==> config.mk <==
export PLATFORM = sky130hd
export DESIGN_NAME = mul_feed_1447
export DESIGN_NICKNAME = d
export VERILOG_FILES = /design/src/rtl/mul_feed_1447.sv
export SDC_FILE = /design/constraint.sdc
export NUM_CORES = 1
export LEC_CHECK = 0
export ABC_AREA = 1
export CORE_UTILIZATION = 50
export DETAILED_ROUTE_END_ITERATION = 7
export PLACE_DENSITY = 0.71
export SLEW_MARGIN = 20
export SYNTH_ARGS = -nofsm -noshare
export SYNTH_HDL_FRONTEND = slang
export SYNTH_SLANG_ARGS = --single-unit
==> constraint.sdc <==
create_clock -name clk -period 5.85 [get_ports clk]
set_input_delay 0.8775 -clock clk [delete_from_list [all_inputs] [get_ports clk]]
set_output_delay 0.8775 -clock clk [all_outputs]
set_load 0.03 [all_outputs]
==> src/rtl/mul_feed_1447.sv <==
// mul_feed_1447: two-stage operand/product pipeline feeding a 21-bit Barrett reducer.
// Optional operand range check is compiled in with `define MUL_FEED_1447_RANGE_CHECK_EN.
module mul_feed_1447 #(
  parameter int unsigned Q = 1447
) (
  input  logic        clk,
  input  logic        rst,
  input  logic        in_valid,
  output logic        in_ready,
  input  logic [10:0] a_in,
  input  logic [10:0] b_in,
  output logic        out_valid,
  input  logic        out_ready,
  output logic [20:0] dout_p,
  output logic [15:0] prod_cnt,
  output logic        err_range
);

  localparam int unsigned OP_W   = $clog2(Q);
  localparam int unsigned PROD_W = 2 * OP_W;
  localparam int unsigned OUT_W  = 21;
  localparam int unsigned CNT_W  = 16;

`ifdef MUL_FEED_1447_RANGE_CHECK_EN
  function automatic logic in_range_f(input logic [OP_W-1:0] a, input logic [OP_W-1:0] b);
    in_range_f = (32'(a) < Q) && (32'(b) < Q);
  endfunction
`endif

  logic              s1_valid_r;
  logic [OP_W-1:0]   s1_a_r;
  logic [OP_W-1:0]   s1_b_r;
  logic              s2_valid_r;
  logic [PROD_W-1:0] s2_prod_r;
  logic [CNT_W-1:0]  prod_cnt_r;

  logic              out_xfer_s;
  logic              s2_adv_s;
  logic              s1_adv_s;
  logic              in_xfer_s;
  logic              keep_s;
  logic              bad_s;
  logic [PROD_W-1:0] prod_s;
  logic              prod_hi_unused_s;

  // Handshake: a stage advances when it is empty or its successor moves on.
  always_comb begin
    out_xfer_s = s2_valid_r & out_ready;
    s2_adv_s   = (~s2_valid_r) | out_xfer_s;
    s1_adv_s   = (~s1_valid_r) | s2_adv_s;
    in_xfer_s  = in_valid & s1_adv_s;
  end

  assign in_ready = s1_adv_s;

`ifdef MUL_FEED_1447_RANGE_CHECK_EN
  // Out-of-range pairs are still accepted, but never reach S1.
  always_comb begin
    keep_s = 1'b1;
    bad_s  = 1'b0;
    if (in_range_f(a_in, b_in)) begin
      keep_s = 1'b1;
      bad_s  = 1'b0;
    end else begin
      keep_s = 1'b0;
      bad_s  = in_xfer_s;
    end
  end
`else
  assign keep_s = 1'b1;
  assign bad_s  = 1'b0;
`endif

  // Full-width product of the S1 operands.
  always_comb begin
    prod_s = PROD_W'(s1_a_r) * PROD_W'(s1_b_r);
  end

  // S1: operand register.
  always_ff @(posedge clk) begin
    if (rst) begin
      s1_valid_r <= 1'b0;
      s1_a_r     <= {OP_W{1'b0}};
      s1_b_r     <= {OP_W{1'b0}};
    end else if (s1_adv_s) begin
      s1_valid_r <= in_xfer_s & keep_s;
      s1_a_r     <= a_in;
      s1_b_r     <= b_in;
    end else begin
      s1_valid_r <= s1_valid_r;
      s1_a_r     <= s1_a_r;
      s1_b_r     <= s1_b_r;
    end
  end

  // S2: product register.
  always_ff @(posedge clk) begin
    if (rst) begin
      s2_valid_r <= 1'b0;
      s2_prod_r  <= {PROD_W{1'b0}};
    end else if (s2_adv_s) begin
      s2_valid_r <= s1_valid_r;
      s2_prod_r  <= prod_s;
    end else begin
      s2_valid_r <= s2_valid_r;
      s2_prod_r  <= s2_prod_r;
    end
  end

  // Count of products handed downstream; wraps naturally at 2^16.
  always_ff @(posedge clk) begin
    if (rst) begin
      prod_cnt_r <= {CNT_W{1'b0}};
    end else if (out_xfer_s) begin
      prod_cnt_r <= prod_cnt_r + 16'd1;
    end else begin
      prod_cnt_r <= prod_cnt_r;
    end
  end

`ifdef MUL_FEED_1447_RANGE_CHECK_EN
  logic err_range_r;

  // Sticky range error, cleared only by reset.
  always_ff @(posedge clk) begin
    if (rst) begin
      err_range_r <= 1'b0;
    end else if (bad_s) begin
      err_range_r <= 1'b1;
    end else begin
      err_range_r <= err_range_r;
    end
  end

  assign err_range = err_range_r;
`else
  assign err_range = 1'b0;
`endif

  // Bit 21 is zero for in-range operands and is intentionally not forwarded.
  assign prod_hi_unused_s = s2_prod_r[PROD_W-1];

  assign out_valid = s2_valid_r;
  assign dout_p    = s2_prod_r[OUT_W-1:0];
  assign prod_cnt  = prod_cnt_r;

endmodule
# After elaboration in Yosys (flattened, before gate mapping)

Cells that the tools add are included.

Memories: 0
Memory bits (read-only): 0
Register bits after elaboration: 61
Output and inout port bits: 40
Input bits: 26
Bits in latches: 0
Bits in writable memories: 0

Shift operators: 0
Bitwise gates (word level): 6
Equal/unequal tests: 0
$lt $le $gt $ge: 0
Multipliers: 1
$add $sub $neg: 1
Div/mod/pow operators: 0
Reductions and logical operators: 0
Mux-type cells: 0

Operator list:

| cell                  | count |
|---|---|
| $mul 11x11->21        | 1 |
| $add 16x1->16 const B | 1 |
| $and 1x1->1           | 2 |
| $not 1->1             | 2 |
| $or 1x1->1            | 2 |

# Longest topological paths before layout

Depth in word-level cells: 4
Gate-level depth with buffers: 25
Mapped depth without buffers: 24

# Worst setup path after synthesis

Ideal clock, no wire load.

Kind: register -> register
Start point: reg s1_b_r[10]
End point: reg s2_prod_r[19]
Cell stages (with the launch flop): 22
Required time: 5.741 ns
Slack: 1.188 ns
Clock period less this slack: 4.662 ns
Arrival time: 4.553 ns
Cell sequence: dfxtp_1 -> clkbuf_1 -> nand2_1 -> fa_1 -> fa_1 -> inv_1 -> fa_1 -> fa_1 -> inv_1 -> fa_1 -> inv_1 -> ha_1 -> a21oi_1 -> inv_1 -> a21oi_1 -> nand2_1 -> nand2_1 -> nand2_1 -> nand2_1 -> nand3_1 -> nand2_1 -> inv_1

Longest elaborated chain between the ends: 1

RTL lines:

| element                  | RTL line | source |
|---|---|---|
| start: declaration       | 32       | `logic [OP_W-1:0] s1_b_r;` |
| start signal: assignment | 84       | `s1_b_r <= {OP_W{1'b0}};` |
| start signal: assignment | 88       | `s1_b_r <= b_in;` |
| start signal: assignment | 92       | `s1_b_r <= s1_b_r;` |
| $mul 11x11->21           | 76       | `prod_s = PROD_W'(s1_a_r) * PROD_W'(s1_b_r);` |
| end signal: assignment   | 100      | `s2_prod_r <= {PROD_W{1'b0}};` |
| end signal: assignment   | 103      | `s2_prod_r <= prod_s;` |
| end signal: assignment   | 106      | `s2_prod_r <= s2_prod_r;` |
| end: declaration         | 34       | `logic [PROD_W-1:0] s2_prod_r;` |

No other way between the ends.
A chain may end at the register's enable or synchronous reset.

# Final worst setup path

Start point: reg s1_b_r[7]
End point: reg s2_prod_r[20]

Same word-level chain as after synthesis.

==> flow_summary.yaml <==
floorplan:
  io_pins: 66
  start_util_pct: 51.8
  core_sq_um: 12800
  std_cell_rows: 41
  dieArea_sq_um: 13700
  die-height_microns: 117
  die_x_microns: 117
clocking:
  postCtsResizedCells: 0
  clk_pin_slew_ps: 60
  ctsLongestPathBuffers: 2
  cts_max_level: 3
  clock-root-buffer: "clkbuf_16"
  cts_setup_buffers: 0
  cts_buffers: 9
  clkLatencyLatePin_ps: 330
  cts_tree: "yes"
  cts.sinks: 61
  hold_buffers: 0
pwr:
  p_sw_share_pct: 35.6
  leakage_uw: 0.00433
  pwr-share-comb_pct: 32.4
  switchingPower_uw: 539
  p_clk_share_pct: 34.7
  p_seq_share_pct: 32.9
  power_density_nw_per_um2: 197
  ir_drop_mv: 0.223
  power.total_uw: 1510
  intPower_uw: 974
timing:
  whs_ps: 495
  drv_slew: 0
  fmax_mhz: 201
  fin_crit_sh_pct: 84.9
  max_slew_margin_pct: 39.3
  skew_ps: 11.8
  hold_violations: 0
  worstMarginPinSlew_ps: 910
  setup_viol: 0
  rsz0062_at_grt: "false"
  tns_ps: 0
  period_needed_ps: 4970
worst_setup_path:
  cp.required_ps: 6080
  crit_type: "register to register"
  crit_slowest_cell: "dfxtp_1"
  path_delay_family: "adder cells"
  ff2ff_setup_slack_ps: 880
  crit_chain: "nand2_1 -> fa_1 -> fa_1 -> inv_1 -> fa_1 -> fa_1 -> inv_1 -> fa_1 -> inv_1 -> ha_1 -> nand2_1 -> inv_1 -> a21oi_1 -> nand3_1 -> nand2_1 -> nand2_1 -> nand2_1 -> nand3_1 -> nand2_1 -> inv_1"
  cp_common_cell: "nand2_1"
  cp_max_fo: 12
  path_depth: 20
  start_kind: "register"
  critPathMaxStageDelay_ps: 690
  arrival_ps: 5190
  crit_path_end_kind: "register"
  crit_buf_inv: 5
  reg2reg_depth: 20
logic_synthesis:
  yosys_register_bits: 61
  postSynthNetCount: 1094
  synth_cells: 931
  ys_types: 32
  yosysSeqAreaShare_pct: 18.4
  synth_warnings: 0
  synth.avg_cell_area_sq_um: 7.11
  syn-cell-area_sq_um: 6620
place:
  io_buffers: 64
  hpwl_microns: 11900
  dpl.cell_count: 1134
  place_congestion: 0.873
global_routing:
  gr-usage-all-layers_pct: 25.6
  grt_pass1_wl_microns: 26900
  grt_pass1_vias: 5821
  antenna_found_initial: 0
  gr-total-overflow: 0
  grt_max_degree: 35
drt:
  drt_wl_total_microns: 15500
  met1_length_microns: 7020
  first_pass_iters: 5
  wl_met3_microns: 906
  route.detailed.drc: 0
  wl_per_cell_microns: 13.5
  top_layer_used: "met4"
  via_count: 5680
  drt_iter0_drc: 290
  wl_met2_microns: 7210
  ant_nets: 0
  avgViaCountPerCell: 4.94
cells_and_area:
  utilization_pct: 60.0
  layout.nets: 1136
  syn2layout_area_growth_pct: 15.7
  n_antenna_cell: 0
  stdcell_count: 1150
  drive_gt1_share_pct: 3.68
  final.fill_count: 1198
run:
  drv_cap: 0
worst_hold_path:
  hold_path.class: "register to register"
  hold_path_depth: 2
run_status:
  status: "finished clean"
[synthesized netlist by cell type]
| master | count | share of area, % |
|---|---|---|
| and2_1 | 1 | 0.095 |
| o211ai_1 | 2 | 0.23 |
| o21ai_0 | 32 | 2.4 |
| clkbuf_1 | 37 | 2.1 |
| nor3_1 | 3 | 0.23 |
| buf_4 | 1 | 0.11 |
| xnor2_1 | 1 | 0.13 |
| nor3b_2 | 1 | 0.19 |
| fa_1 | 79 | 24 |
| buf_2 | 1 | 0.075 |
| inv_1 | 228 | 13 |
| nand4_1 | 3 | 0.28 |
| nor3_2 | 1 | 0.15 |
| inv_2 | 2 | 0.11 |
| nand3b_1 | 1 | 0.11 |
| ha_1 | 58 | 11 |
| nand3_1 | 53 | 4.0 |
| o21a_1 | 2 | 0.23 |
| a21oi_1 | 51 | 3.9 |
| o21ai_2 | 1 | 0.13 |
| nor2_1 | 42 | 2.4 |
| o21ai_1 | 1 | 0.075 |
| xor2_1 | 8 | 1.1 |
| a31oi_1 | 1 | 0.095 |
| nor2_4 | 3 | 0.51 |
| conb_1 | 1 | 0.057 |
| nand2_2 | 3 | 0.28 |
| dfxtp_1 | 61 | 18 |
| nand2_1 | 242 | 14 |
| a211oi_1 | 1 | 0.11 |
| o21bai_1 | 6 | 0.68 |
| nor2_2 | 4 | 0.38 |
[state kept, by name, indices dropped and copies added (netlist names)]
name / cells
s1_b_r: 11
prod_cnt: 16
s2_prod_r: 21
out_valid: 1
s1_valid_r: 1
s1_a_r: 11
[logic make-up after synthesis]
group,share of synthesized area (%)
AOI/OAI and AO/OA,7.82
xor gates and xnor gates,1.19
adders and majority gates,34.8
buffers and inverters,15.3
DFF,18.4
other,0.0566
and+or+nand+nor,22.3
[layout by cell type (no fill, tap or decap), drive strengths merged]
cell | synthesis | final
a211oi | 1 | 1
a21oi | 51 | 51
a31oi | 1 | 1
and2 | 1 | 1
buf | 2 | 6
bufinv | 0 | 1
clkbuf | 37 | 10
clkdlybuf4s50 | 0 | 64
clkinv | 0 | 3
clkinvlp | 0 | 1
conb | 1 | 1
dfxtp | 61 | 61
fa | 79 | 79
ha | 58 | 58
inv | 230 | 231
nand2 | 245 | 245
nand3 | 53 | 53
nand3b | 1 | 1
nand4 | 3 | 3
nor2 | 49 | 49
nor3 | 4 | 4
nor3b | 1 | 1
o211ai | 2 | 2
o21a | 2 | 2
o21ai | 34 | 34
o21bai | 6 | 6
xnor2 | 1 | 1
xor2 | 8 | 8
[area by class of cell]
cell class	count	area (sq um)	area share [%]
timing repair buffer	70	686	8.95
clock buffer	10	229	2.99
sequential	61	1220	15.9
clock inverter	6	61.3	0.800
tap	172	215	2.81
multi-input combinational	601	4390	57.3
inverter	230	863	11.3
[metrics by stage]
stage / setup WS (ps) / area, sq um
finish: 885 / 7660
global route: 534 / 7660
CTS: 892 / 7660
detailed placement: 894 / 7370
global placement: 940 / 7370
floorplan: 1190 / 6620
[metal layers]
layer	track usage, %	vias up
li1	-	2852
met1	33.1	2624
met2	42.9	175
met3	4.89	29
met4	9.37	0
met5	0	-
[tightest hold or removal path: stages (launching register included)]
cell and delay [ps]:
dfxtp_1 330, inv_1 70, a21oi_1 50
[power by group through the flow]
stage               Clock, uW  Sequential (uW)  Combinational [uW]
global route              552              501                 571
floorplan                   0              519                 316
CTS                       532              496                 499
global placement            0              504                 493
detailed placement          0              505                 494
finish                    525              498                 491
[worst paths after layout]
kind	from	to
max	s1_b_r[7]	s2_prod_r[20]
min	prod_cnt[5]	prod_cnt[5]
max reg2reg	s1_b_r[7]	s2_prod_r[20]
min reg2reg	prod_cnt[5]	prod_cnt[5]
(Power assumes the default switching activity.)
==> edit 1 (same settings) <==
The option `MUL_FEED_1447_RANGE_CHECK_EN` is turned on by a define.
--- a/src/rtl/mul_feed_1447.sv
+++ b/src/rtl/mul_feed_1447.sv
@@ -1,5 +1,7 @@
 // mul_feed_1447: two-stage operand/product pipeline feeding a 21-bit Barrett reducer.
 // Optional operand range check is compiled in with `define MUL_FEED_1447_RANGE_CHECK_EN.
+`define MUL_FEED_1447_RANGE_CHECK_EN
+
 module mul_feed_1447 #(
   parameter int unsigned Q = 1447
 ) (
Behaviour: not the same (a bounded check fails within 4 cycles, from zero or initial values and one cycle with rst high).
==> edit 1 against the unedited design <==
Worst setup slack lost 0.13 ns; final area rose by 1.0%; largest power group is now combinational cells; critical path depth unchanged; routed wire length grew 4.6%; sequential cell count up 1; power fell by 1.0%; cell count is 1.6% higher; area after synthesis is 1.2% higher; critical path type unchanged; highest routed layer unchanged; sequential share of layout area grew 0.10 points.
==> edit 1: results (changes against the unedited design) <==
- Status: complete, no violations
- M1 WL: 7426 um (+5.8%)
- CP peak stage delay: 0.66 ns (-0.03 ns)
- RR Startpoint: s1_a_r[0]
- Post-CTS setup buffer count: 0 (unchanged)
- Avg WL per Cell: 13.90 um (+3.0%)
- IR drop worst, VDD: 0.1615 mV (-28%)
- Post-Route Hold Slack: 0.4544 ns (-0.04029 ns)
- First-pass GRT wire length: 28180 um (+4.8%)
- Met2 GRT Util: 42.94% (+0.061 points)
- Grt met1 use: 32.77% (-0.31 points)
- Worst reg2reg endpoint: s2_prod_r[15]
- Final nets: 1154 (+1.6%)
- Pre-antenna DRT Iters: 7 (+2)
- Met2 Wirelength: 7520 um (+4.3%)
- Post-DP HPWL: 12760 um (+7.2%)
- P_leak: 4.383 nW (+1.3%)
- Syn Nets: 1109 (+1.4%)
- Clock skew: 0.005225 ns (-0.006574 ns)
- Routed met3 length: 980 um (+8.2%)
- Fraction of layout cells with a size suffix above 1: 3.112% (-0.57 points)
- R2R Setup Slk: 0.76 ns (-0.13 ns)
- Global Route Usage Sum: 25.28% (-0.35 points)
- Hold_sp: err_range
- Commonest cells in the netlist: inv_1 (241), nand2_1 (235), fa_1 (79)
- Critical Path AT: 5.32 ns (+0.13 ns)
- Met3 Resource Use GR: 4.360% (-0.53 points)
- Synth cell types: 29 (-9.4%)
- Top sig layer: met4
- Post-synthesis sequential area ratio: 18.52% (+0.082 points)
- Initial DRC Count: 231 (-20%)
- Worst slew margin relative to its limit: 30.49% (-8.8 points)
- Largest net degree at the start of global routing: 40 (+14%)
- Filler cell count: 1209 (+0.92%)
- Slowest CP cell: dfxtp_1
- Synth top area cells: fa_1 (24%), dfxtp_1 (19%), inv_1 (13%), nand2_1 (13%), ha_1 (11%)
## edit 1: cell type report
cell class                 count  area, um^2  share of cell area (%)
inverter                     243       912.1                   11.79
multi-input combinational    604        4408                   56.96
clock buffer                  10       229.0                   2.959
timing repair buffer          71       695.7                   8.989
tap                          172       215.2                   2.781
clock inverter                 6       37.54                  0.4850
sequential                    62        1241                   16.04
## edit 1: worst max path at each step
stage / end / slack, ns / from
finish: s2_prod_r[15] / 0.76 / s1_a_r[0]
global route: s2_prod_r[15] / 0.47 / s1_a_r[0]
CTS: s2_prod_r[15] / 0.76 / s1_a_r[0]
detailed placement: s2_prod_r[15] / 0.78 / s1_a_r[0]
global placement: s2_prod_r[20] / 0.83 / s1_a_r[0]
floorplan: s2_prod_r[19] / 1.19 / s1_b_r[10]
## edit 1: logic make-up (layout without fill, tap and decap cells)
group / after synthesis / after routing / share of synthesized area [%]
adders and majority gates: 137 / 137 / 34.43
and+or+nand+nor: 347 / 347 / 21.38
DFF: 62 / 62 / 18.52
xor gates and xnor gates: 10 / 10 / 1.307
AOI/OAI and AO/OA: 110 / 110 / 8.663
buffers and inverters: 280 / 330 / 15.70
## edit 1: power by group
group	internal (mW)	total (mW)	switching (mW)	leakage [nW]
Clock	0.285	0.477	0.192	0.136
Combinational	0.204	0.516	0.313	3.74
Sequential	0.457	0.503	0.0468	0.510
## edit 1: through the flow
step | cell area (um^2) | setup WS, ns | cells
5_1_grt | 7739 | 0.4719 | 1168
3_3_place_gp | 7472 | 0.8328 | 1152
4_1_cts | 7739 | 0.7604 | 1168
3_5_place_dp | 7472 | 0.7757 | 1152
6_report | 7739 | 0.7587 | 1168
2_1_floorplan | 6701 | 1.195 | 946
==> edit 2 (config.mk and constraints unchanged) <==
Without the edit above. Put one more register stage on the output `prod_cnt`, without a reset. The value now appears one clock later. The other outputs are not delayed to match.
--- a/src/rtl/mul_feed_1447.sv
+++ b/src/rtl/mul_feed_1447.sv
@@ -142,6 +142,8 @@
 
   assign out_valid = s2_valid_r;
   assign dout_p    = s2_prod_r[OUT_W-1:0];
-  assign prod_cnt  = prod_cnt_r;
+  always_ff @(posedge clk) begin
+    prod_cnt <= prod_cnt_r;
+  end
 
 endmodule
Function: changed (a bounded check fails within 4 cycles, from zero or initial values and one cycle with rst high).
==> edit 2 against the unedited design <==
Worst setup slack worse by 0.19 ns; power is 13% higher; cell count is 1.0% higher; non-clock buffer count stayed put; area after synthesis is 4.8% higher; routed wire length is 1.1% higher; final area is 4.7% higher; sequential power is 21% higher; sequential cell count is 16 higher; highest routed layer unchanged; combinational power is 2% higher; die area is 4.7% higher; maximum frequency is 3.7% lower; sequential share of layout area is 3.3 points higher.
==> edit 2: results (changes against the unedited design) <==
- Post-synthesis sequential area ratio: 22.21% (+3.8 points)
- Synth top area cells: fa_1 (23%), dfxtp_1 (22%), nand2_1 (13%), inv_1 (12%), ha_1 (10%)
- P_leak: 4.511 nW (+4.3%)
- Via-to-Cell Ratio: 4.852 (-1.8%)
- Final setup fails: 0 (unchanged)
- Worst slew margin relative to its limit: 42.88% (+3.6 points)
- Post-DP HPWL: 12050 um (+1.2%)
- Crit path kind: register to register
- Ys async rst share: 0% (unchanged)
- Fraction of layout cells with a size suffix above 1: 3.550% (-0.13 points)
- IR drop worst, VDD: 0.1972 mV (-12%)
- Skew-Pair Late Insertion Delay: 0.35 ns (+0.02 ns)
- Clk pin slew, worst setup/hold paths: 0.06 ns (about the same)
- R2R Setup Slk: 0.69 ns (-0.19 ns)
- Post-CTS Resized: 0 (unchanged)
- Area taken by multi-input logic gates: 0.004395 mm^2 (+0.20%)
- Initial DRC Count: 371 (+28%)
- Synth cell types: 33 (+3.1%)
- Synth top area share: 22.78% (-1.1 points)
- XOR/XNOR share of the synthesized area: 1.262% (+0.071 points)
- PnR worst setup slack: 0.6918 ns (-0.1929 ns)
- Met3 Resource Use GR: 4.135% (-0.76 points)
- Grt met1 use: 34.33% (+1.3 points)
- Filler cell count: 1254 (+4.7%)
- Synth Area in Adders: 33.24% (-1.6 points)
- Cell Count, Final, Fillers Out: 1162 (+1.0%)
- Vias in the first global route: 5579 (-4.2%)
- CTS buffer count: 9 (unchanged)
- Min-Delay Path Class: register to register
- Status: complete, no violations
- Hold_sp: prod_cnt_r[15]
- Clock skew: 0.008633 ns (-0.003166 ns)
- First-pass GRT wire length: 27150 um (+0.97%)
- Worst Path Max Fanout: 12 (unchanged)
- RR Startpoint: s1_a_r[0]
- Global Route Usage Sum: 23.99% (-1.6 points)
- Met2 GRT Util: 36.67% (-6.2 points)
- Post-synthesis compound-gate area fraction: 7.480% (-0.34 points)
- Dpl ws: 0.8541 ns (-0.03975 ns)
- Grt ovf: 0 (unchanged)
- Final nets: 1144 (+0.70%)
- Post-Route Hold Slack: 0.3641 ns (-0.1306 ns)
- IO buf count: 64 (unchanged)
- Placed Instance Area: 0.007695 mm^2 (+4.4%)
- CP peak stage delay: 0.65 ns (-0.04 ns)
- Avg WL per Cell: 13.51 um (+0.10%)
- Global placer's final weighted congestion: 0.9419 (+7.9%)
- Mean Syn Cell Area: 7.393 um^2 (+3.9%)
- Commonest cells in the netlist: nand2_1 (239), inv_1 (226), fa_1 (79)
-- edit 2: cell types whose count changed after synthesis, sizes merged, moves of 2 or more --
cell   change
dfxtp     +16
nand2      -4
nor2       -4
inv        -3
nand4      -2
-- edit 2: worst paths after layout --
kind,end,cells past startpoint
worst max-delay path,s2_prod_r[19],20
worst min-delay path,prod_cnt[15],0
worst max register to register,s2_prod_r[19],20
worst min register to register,prod_cnt[15],0
-- edit 2: where the power goes --
part           switching (mW)  leakage (nW)  internal [mW]
sequential             0.0463         0.631          0.558
clock                   0.223         0.160          0.387
combinational           0.302          3.72          0.199
total                   0.571          4.51           1.14
-- edit 2: cell type report --
type | count | area share (%)
clock buffer | 11 | 3.027
clock inverter | 5 | 1.030
inverter | 227 | 10.62
multi-input combinational | 596 | 54.81
sequential | 77 | 19.22
tap | 176 | 2.746
timing repair buffer | 70 | 8.549
-- edit 2: metal layers --
layer	up-vias	part of all wire, %
met4	0	2.0
met3	25	6.0
li1	2879	-
met2	152	44
met1	2582	48
met5	-	0
